===== config.mk =====
export PLATFORM = sky130hd
export DESIGN_NAME = display_timing_gen
export DESIGN_NICKNAME = d
export VERILOG_FILES = /design/src/rtl/video_timing_pkg.sv /design/src/rtl/display_timing_gen.sv
export SDC_FILE = /design/constraint.sdc
export NUM_CORES = 1
export LEC_CHECK = 0
export ABC_AREA = 1
export BUFFER_PORTS_ARGS = -buffer_cell sky130_fd_sc_hd__buf_4
export CORE_MARGIN = 3
export CORE_UTILIZATION = 58
export DETAILED_ROUTE_END_ITERATION = 7
export PLACE_DENSITY = 0.8
export RECOVER_POWER = 50
export SYNTH_ARGS = -nofsm -noshare
export SYNTH_HDL_FRONTEND = slang
export SYNTH_SLANG_ARGS = --single-unit

===== constraint.sdc =====
create_clock -name i_clk -period 2.4 [get_ports i_clk]
set_input_delay 0.24 -clock i_clk [delete_from_list [all_inputs] [get_ports i_clk]]
set_output_delay 0.24 -clock i_clk [all_outputs]
set_load 0.02 [all_outputs]

===== src/rtl/video_timing_pkg.sv =====
// Shared video timing definitions: mode presets for the raster generator
// and the TMDS control-period codes used by the channel encoders.
package video_timing_pkg;

  // One complete raster mode: the eight timing values plus sync polarities.
  typedef struct packed {
    int   h_active;
    int   h_fp;
    int   h_sync;
    int   h_bp;
    int   v_active;
    int   v_fp;
    int   v_sync;
    int   v_bp;
    logic h_pol;
    logic v_pol;
  } timing_t;

  // 640x480 @ 60 Hz, 25.175 MHz pixel clock, both syncs active-low.
  localparam timing_t MODE_640X480 = '{
    h_active: 640, h_fp: 16, h_sync: 96, h_bp: 48,
    v_active: 480, v_fp: 10, v_sync: 2,  v_bp: 33,
    h_pol: 1'b0, v_pol: 1'b0
  };

  // 1280x720 @ 60 Hz, 74.25 MHz pixel clock, both syncs active-high.
  localparam timing_t MODE_1280X720 = '{
    h_active: 1280, h_fp: 110, h_sync: 40, h_bp: 220,
    v_active: 720,  v_fp: 5,   v_sync: 5,  v_bp: 20,
    h_pol: 1'b1, v_pol: 1'b1
  };

  // TMDS control-period symbols, indexed by {c1, c0}.
  localparam logic [9:0] TMDS_CTRL_00 = 10'b1101010100;
  localparam logic [9:0] TMDS_CTRL_01 = 10'b0010101011;
  localparam logic [9:0] TMDS_CTRL_10 = 10'b0101010100;
  localparam logic [9:0] TMDS_CTRL_11 = 10'b1010101011;

endpackage


===== src/rtl/display_timing_gen.sv =====
// Raster timing generator: position counters, sync pulses, display enable
// and line/frame strobes, all registered and describing one position.
module display_timing_gen
  import video_timing_pkg::*;
#(
  parameter int   H_ACTIVE = MODE_640X480.h_active,
  parameter int   H_FP     = MODE_640X480.h_fp,
  parameter int   H_SYNC   = MODE_640X480.h_sync,
  parameter int   H_BP     = MODE_640X480.h_bp,
  parameter int   V_ACTIVE = MODE_640X480.v_active,
  parameter int   V_FP     = MODE_640X480.v_fp,
  parameter int   V_SYNC   = MODE_640X480.v_sync,
  parameter int   V_BP     = MODE_640X480.v_bp,
  parameter logic H_POL    = MODE_640X480.h_pol,
  parameter logic V_POL    = MODE_640X480.v_pol,
  parameter int   CORDW    = 16
) (
  input  logic             i_clk,
  input  logic             i_rst,
  input  logic             i_en,
  output logic             o_hs,
  output logic             o_vs,
  output logic             o_de,
  output logic [1:0]       o_ctrl,
  output logic [CORDW-1:0] o_sx,
  output logic [CORDW-1:0] o_sy,
  output logic             o_line,
  output logic             o_frame
);

  localparam int H_TOTAL = H_ACTIVE + H_FP + H_SYNC + H_BP;
  localparam int V_TOTAL = V_ACTIVE + V_FP + V_SYNC + V_BP;

  if (H_ACTIVE < 1 || H_FP < 1 || H_SYNC < 1 || H_BP < 1 ||
      V_ACTIVE < 1 || V_FP < 1 || V_SYNC < 1 || V_BP < 1) begin : g_bad_timing
    $fatal(1, "display_timing_gen: every timing value must be at least 1");
  end
  if ((64'(1) << CORDW) <= 64'(H_TOTAL) || (64'(1) << CORDW) <= 64'(V_TOTAL)) begin : g_bad_cordw
    $fatal(1, "display_timing_gen: CORDW too narrow for the raster totals");
  end

  localparam logic [CORDW-1:0] H_LAST   = CORDW'(H_TOTAL - 1);
  localparam logic [CORDW-1:0] V_LAST   = CORDW'(V_TOTAL - 1);
  localparam logic [CORDW-1:0] H_ACT_C  = CORDW'(H_ACTIVE);
  localparam logic [CORDW-1:0] V_ACT_C  = CORDW'(V_ACTIVE);
  localparam logic [CORDW-1:0] HS_START = CORDW'(H_ACTIVE + H_FP);
  localparam logic [CORDW-1:0] HS_END   = CORDW'(H_ACTIVE + H_FP + H_SYNC);
  localparam logic [CORDW-1:0] VS_START = CORDW'(V_ACTIVE + V_FP);
  localparam logic [CORDW-1:0] VS_END   = CORDW'(V_ACTIVE + V_FP + V_SYNC);

  // Enable semantics: i_en=1 at an edge moves the raster one pixel; i_en=0
  // holds every output except the strobes, which drop for that cycle.
  // primed is low until the first enabled edge after reset, which presents
  // (0,0) instead of advancing.
  logic             primed;
  logic [CORDW-1:0] nx;
  logic [CORDW-1:0] ny;
  logic             n_de;
  logic             n_hs;
  logic             n_vs;

  // Next position to present, plus its decoded sync/enable levels.
  always_comb begin
    nx = '0;
    ny = '0;
    if (primed) begin
      if (o_sx == H_LAST) begin
        nx = '0;
        ny = (o_sy == V_LAST) ? '0 : o_sy + 1'b1;
      end else begin
        nx = o_sx + 1'b1;
        ny = o_sy;
      end
    end
    n_de = (nx < H_ACT_C) && (ny < V_ACT_C);
    n_hs = ((nx >= HS_START) && (nx < HS_END)) ? H_POL : ~H_POL;
    n_vs = ((ny >= VS_START) && (ny < VS_END)) ? V_POL : ~V_POL;
  end

  // Register position and decode together so all outputs stay aligned.
  always_ff @(posedge i_clk) begin
    if (!i_rst) begin
      primed  <= 1'b0;
      o_sx    <= '0;
      o_sy    <= '0;
      o_de    <= 1'b0;
      o_hs    <= ~H_POL;
      o_vs    <= ~V_POL;
      o_ctrl  <= {~V_POL, ~H_POL};
      o_line  <= 1'b0;
      o_frame <= 1'b0;
    end else if (i_en) begin
      primed  <= 1'b1;
      o_sx    <= nx;
      o_sy    <= ny;
      o_de    <= n_de;
      o_hs    <= n_hs;
      o_vs    <= n_vs;
      o_ctrl  <= {n_vs, n_hs};
      o_line  <= (nx == '0);
      o_frame <= (nx == '0) && (ny == '0);
    end else begin
      o_line  <= 1'b0;
      o_frame <= 1'b0;
    end
  end

endmodule


# [Word level (Yosys, flattened, before mapping)]
# Index checks and enable logic that the tools add are counted.
# Widths: inputs -> output; s select.
[word_totals] elab_cells=33 inputBits=3 regBits=40 out_inout_bits=39
[classes] n_addsub=2 n_reduce_logical=7 mux=7 eq_ne=2 magnitude_cmp=6
[op_table] cell="$mux 16" n=5
[op_table] cell="$add 16x1->16 const B" n=2
[op_table] cell="$eq 16x10->1 const B" n=2
[op_table] cell="$logic_not 16->1" n=2
[op_table] cell="$lt 16x10->1 const B" n=2
[op_table] cell="$lt 16x9->1 const B" n=2
[op_table] cell="$ge 16x10->1 const B" n=1
[op_table] cell="$ge 16x9->1 const B" n=1
[op_table] cell="$logic_and 1x1->1" n=4
[op_table] cell="$mux 1" n=2
[op_table] cell="$reduce_and 2->1" n=1

# [Longest topological paths before layout]
[logic_depth] depth_word=7 mapped_depth=15

# [Least setup slack after synthesis]
# No wires, ideal clock.
[synth_timing] path_kind="reg2reg" from="register o_sx[0]" to="register o_vs" t_required_ns=2.284 path_slack_ns=0.432 n_path_buf=1 path_stages_with_launch=14 arrival_ns=1.852 setup_time_ns=0.116 cell_sequence="dfxtp_1 -> ha_1 -> nand2_1 -> nor2_4 -> nand3_2 -> nor2_4 -> buf_6 -> nand2_1 -> nand3_1 -> nand2_1 -> nor2_1 -> nand2_1 -> o21ai_1 -> nand2_1"
[synth_between] elab_chain_cells=6 elab_cells_between_ends=7
[synth_lines] element="from (decl)" line="display_timing_gen.sv:25" source="output logic [CORDW-1:0] o_sx,"
[synth_lines] element="from (signal assigned)" line="display_timing_gen.sv:94" source="o_sx <= nx;"
[synth_lines] element="$eq 16x10->1 (*)" line="display_timing_gen.sv:67" source="if (o_sx == H_LAST) begin"
[synth_lines] element="$mux 16 (*)" line="display_timing_gen.sv:67"
[synth_lines] element="$mux 16 (*)" line="display_timing_gen.sv:66" source="if (primed) begin"
[synth_lines] element="$ge 16x9->1 or $lt 16x9->1 (tied branches)" line="display_timing_gen.sv:77" source="n_vs = ((ny >= VS_START) && (ny < VS_END)) ? V_POL : ~V_POL;"
[synth_lines] element="$logic_and 1x1->1 (*)" line="display_timing_gen.sv:77"
[synth_lines] element="$mux 1 (*)" line="display_timing_gen.sv:77"
[synth_lines] element="to (signal assigned)" line="display_timing_gen.sv:88" source="o_vs <= ~V_POL;"
[synth_lines] element="to (signal assigned)" line="display_timing_gen.sv:98" source="o_vs <= n_vs;"
[synth_lines] element="to (decl)" line="display_timing_gen.sv:22" source="output logic o_vs,"
# Every way passes the cells marked *; elsewhere a longest branch is shown, timed or not.
# A chain may end at the register's enable or synchronous reset.

# [Worst setup path in the final report]
# Same ends and word-level chain as after synthesis.

==> out/metrics.cfg <==
[status]
status = completed

[detailed_routing]
wl_per_cell_um = 13.9
drtIter0Drc = 287
ant_nets = 0
firstDrtPassIters = 5
routed_wl_um = 7940
vias = 3238
drc_errors = 0
vias_per_cell = 5.66

[clock_tree]
numCtsBuffers = 5
cts_hold_buffers = 0
h-tree-depth = 2
cts_sinks = 38
clkTransAtPathRegs_ps = 80
cts_tree = done
clk_latency_ps = 300
cts_buffer_depth = 2
cts_root_buf = clkbuf_8
post_cts_resize_count = 0
post-cts-setup-buffer-count = 0

[logic_synthesis]
synth_top_family_by_area = simple AND/OR/NAND/NOR gates
synth-simple-area-share_pct = 47.4
ys_types = 29
yosys_warnings = 0
synth_xor_area_share_pct = 1.87
synth_compound_area_share_pct = 12.9
synthAdderAreaFrac_pct = 1.34
avgSynthCellArea_um2 = 5.81
synth-seq-cells = 38
syn_inst = 483
syn_area_mm2 = 0.00280
yosysSeqAreaShare_pct = 27.1
synth_nets = 489
synthMuxAreaShare_pct = 0

[pwr]
p_leak_uw = 0.00130
vdd_ir_drop_max_uv = 469
power_frac_seq_pct = 49.2
internal_power_uw = 981
switching_share_pct = 33.4
powerDensity_mw_per_mm2 = 477
p_switching_uw = 491
pwr-share-comb_pct = 19.0
clkPwrFrac_pct = 31.8

[timing]
setup_tns_ps = 0
clock_skew_ps = 9.88
hold_viol = 0
fmax_ghz = 0.453
post-route-period-util_pct = 92.0
finalMaxSlewViolations = 0
worstMarginPinSlew_ps = 696
grt_setup_unrepaired = no
setup_violations = 0
relSlewSlack_pct = 53.5
period_minus_slack_ps = 2210

[global_routing]
overflow = 0
grt_usage_pct = 29.6
grt_max_degree = 35
first_global_vias = 2756
antenna_found_initial = 0
grt_first_pass_wirelength_um = 13000

[worst_setup_path]
end_kind = flop
crit_type = flop to flop
cp_data_arrival_time_ps = 2400
critical-path-top-delay-family = simple AND/OR/NAND/NOR gates
critPathMaxStageDelay_ps = 420
crit_path_cell_trace = ha_1, nand2_1, nor2_4, nand3_2, nor2_4, nand2_1, o211ai_1, nand2_1, nor2_1, nand2_1, o21ai_1, nand2_1
cp_max_fo = 15
required_ps = 2590
startpoint_type = flop
crit_slowest_cell = dfxtp_1
critical_path_buf_inv_count = 0
crit_top_cell = nand2_1

[floorplan]
dieArea_mm2 = 0.00570
fp.dieH_um = 75.5
initial_utilization_pct = 62.2
die_w_um = 75.5
num_rows = 24
io_pins = 42
core_mm2 = 0.00450

[layout]
antennaDiodeCount = 0
fillers = 448
design_area_mm2 = 0.00309
nets = 525
area_delta_synth_final_pct = 10.0
drive_gt1_share_pct = 9.04

[flow_run]
maxCapViolations = 0

[placement]
dpl-instance-area_mm2 = 0.00313
routabilityCongestion = 0.914
place_hpwl_um = 5980
io_buffer_count = 41

[min_path]
hold_class = primary input to flop

==> synth_stat cells, drive strengths merged <==
master / instances / area, um2
nor3: 3 / 20.0
clkinv: 3 / 11.3
nor2: 83 / 357
clkbuf: 12 / 45.0
o211ai: 2 / 15.0
o21ai: 34 / 170
xnor2: 1 / 8.76
and2: 2 / 12.5
or2: 1 / 6.26
xor2: 5 / 43.8
a21oi: 32 / 160
o21bai: 1 / 7.51
inv: 48 / 180
nand4: 16 / 100
a211oi: 1 / 7.51
ha: 3 / 37.5
buf: 3 / 26.3
dfxtp: 38 / 761
nand2: 145 / 574
nand3: 50 / 260
==> cell type report <==
| cell class | instances | area, um2 | area share (%) |
|---|---|---|---|
| Multi-Input combinational cell | 379 | 1780 | 57.7 |
| Tap cell | 52 | 65.1 | 2.11 |
| Inverter | 51 | 191 | 6.20 |
| Clock inverter | 2 | 12.5 | 0.406 |
| Clock buffer | 6 | 82.6 | 2.68 |
| Timing Repair Buffer | 44 | 191 | 6.20 |
| Sequential cell | 38 | 762 | 24.7 |
==> metrics by stage <==
step	instances	hold slack [ps]	worst slack [ps]	power, uW	util [%]
floorplan	483	410	432	930	-
global placement	564	492	233	1040	69.4
detailed placement	564	490	200	1040	69.4
CTS	572	321	167	1500	71.6
global route	572	345	18.3	1540	68.5
finish	572	313	192	1470	68.5
==> worst paths after layout <==
check	start	end	slack [ps]	cells after the start
max	o_sx[0]	o_vs	190	12
max reg2reg	o_sx[0]	o_vs	190	12
min reg2reg	o_vs	o_vs	510	2
min	i_en	o_sx[5]	310	2
==> placed cells by master, fill, tap and decap left out, types with 2 or more instances in the layout <==
master and count:
and2_1 2, o211ai_1 2, a21oi_1 32, nor3_1 2
nand2_4 2, clkbuf_1 37, nor2_1 71, nand2_1 137
nand3_2 2, dfxtp_1 37, ha_1 3, clkinv_1 3
inv_2 7, clkbuf_8 6, nand2_2 6, inv_1 41
nand4_1 16, xor2_1 5, o21ai_0 31, nor2_4 3
o21ai_1 3, buf_4 7, nor2_2 9, nand3_1 48
==> state kept, by name, summed over array words and instances, names as in the netlist <==
| name | count |
|---|---|
| o_de | 1 |
| o_frame | 1 |
| o_line | 1 |
| primed | 1 |
| o_sx | 16 |
| o_sy | 16 |
| o_ctrl | 1 |
| o_vs | 1 |
==> worst reg2reg max path: stages (launching register included) <==
cell and delay [ps]:
dfxtp_1 420, ha_1 220, nand2_1 130, nor2_4 130, nand3_2 90, nor2_4 340, nand2_1 120, o211ai_1 120
nand2_1 80, nor2_1 90, nand2_1 130, o21ai_1 170, nand2_1 70
==> power groups by stage <==
| stage | registers, uW | logic (uW) | clock network, uW |
|---|---|---|---|
| after CTS | 722 | 305 | 474 |
| after detailed placement | 737 | 303 | 0 |
| final | 725 | 280 | 468 |
| after floorplan | 760 | 171 | 0 |
| after global routing | 731 | 314 | 498 |
| after global placement | 737 | 300 | 0 |
==> per-layer routing <==
| layer | vias up | part of all wire [%] | global-route usage, % |
|---|---|---|---|
| met1 | 1455 | 48 | 45.8 |
| met3 | 9 | 8.5 | 4.62 |
| met2 | 141 | 42 | 41.9 |
| met5 | - | 0 | 0 |
| met4 | 0 | 1.0 | 8.35 |
| li1 | 1633 | - | - |
==> cell families (layout without fill, tap and decap cells) <==
| family | count (synthesis) | after routing |
|---|---|---|
| AND/OR/NAND/NOR | 300 | 300 |
| AO/OA/AOI/OAI | 70 | 70 |
| buffers and inverters | 66 | 103 |
| flip-flops | 38 | 38 |
| XOR/XNOR | 6 | 6 |
| adder cells (fa/ha/maj) | 3 | 3 |
(Power assumes the default switching activity.)
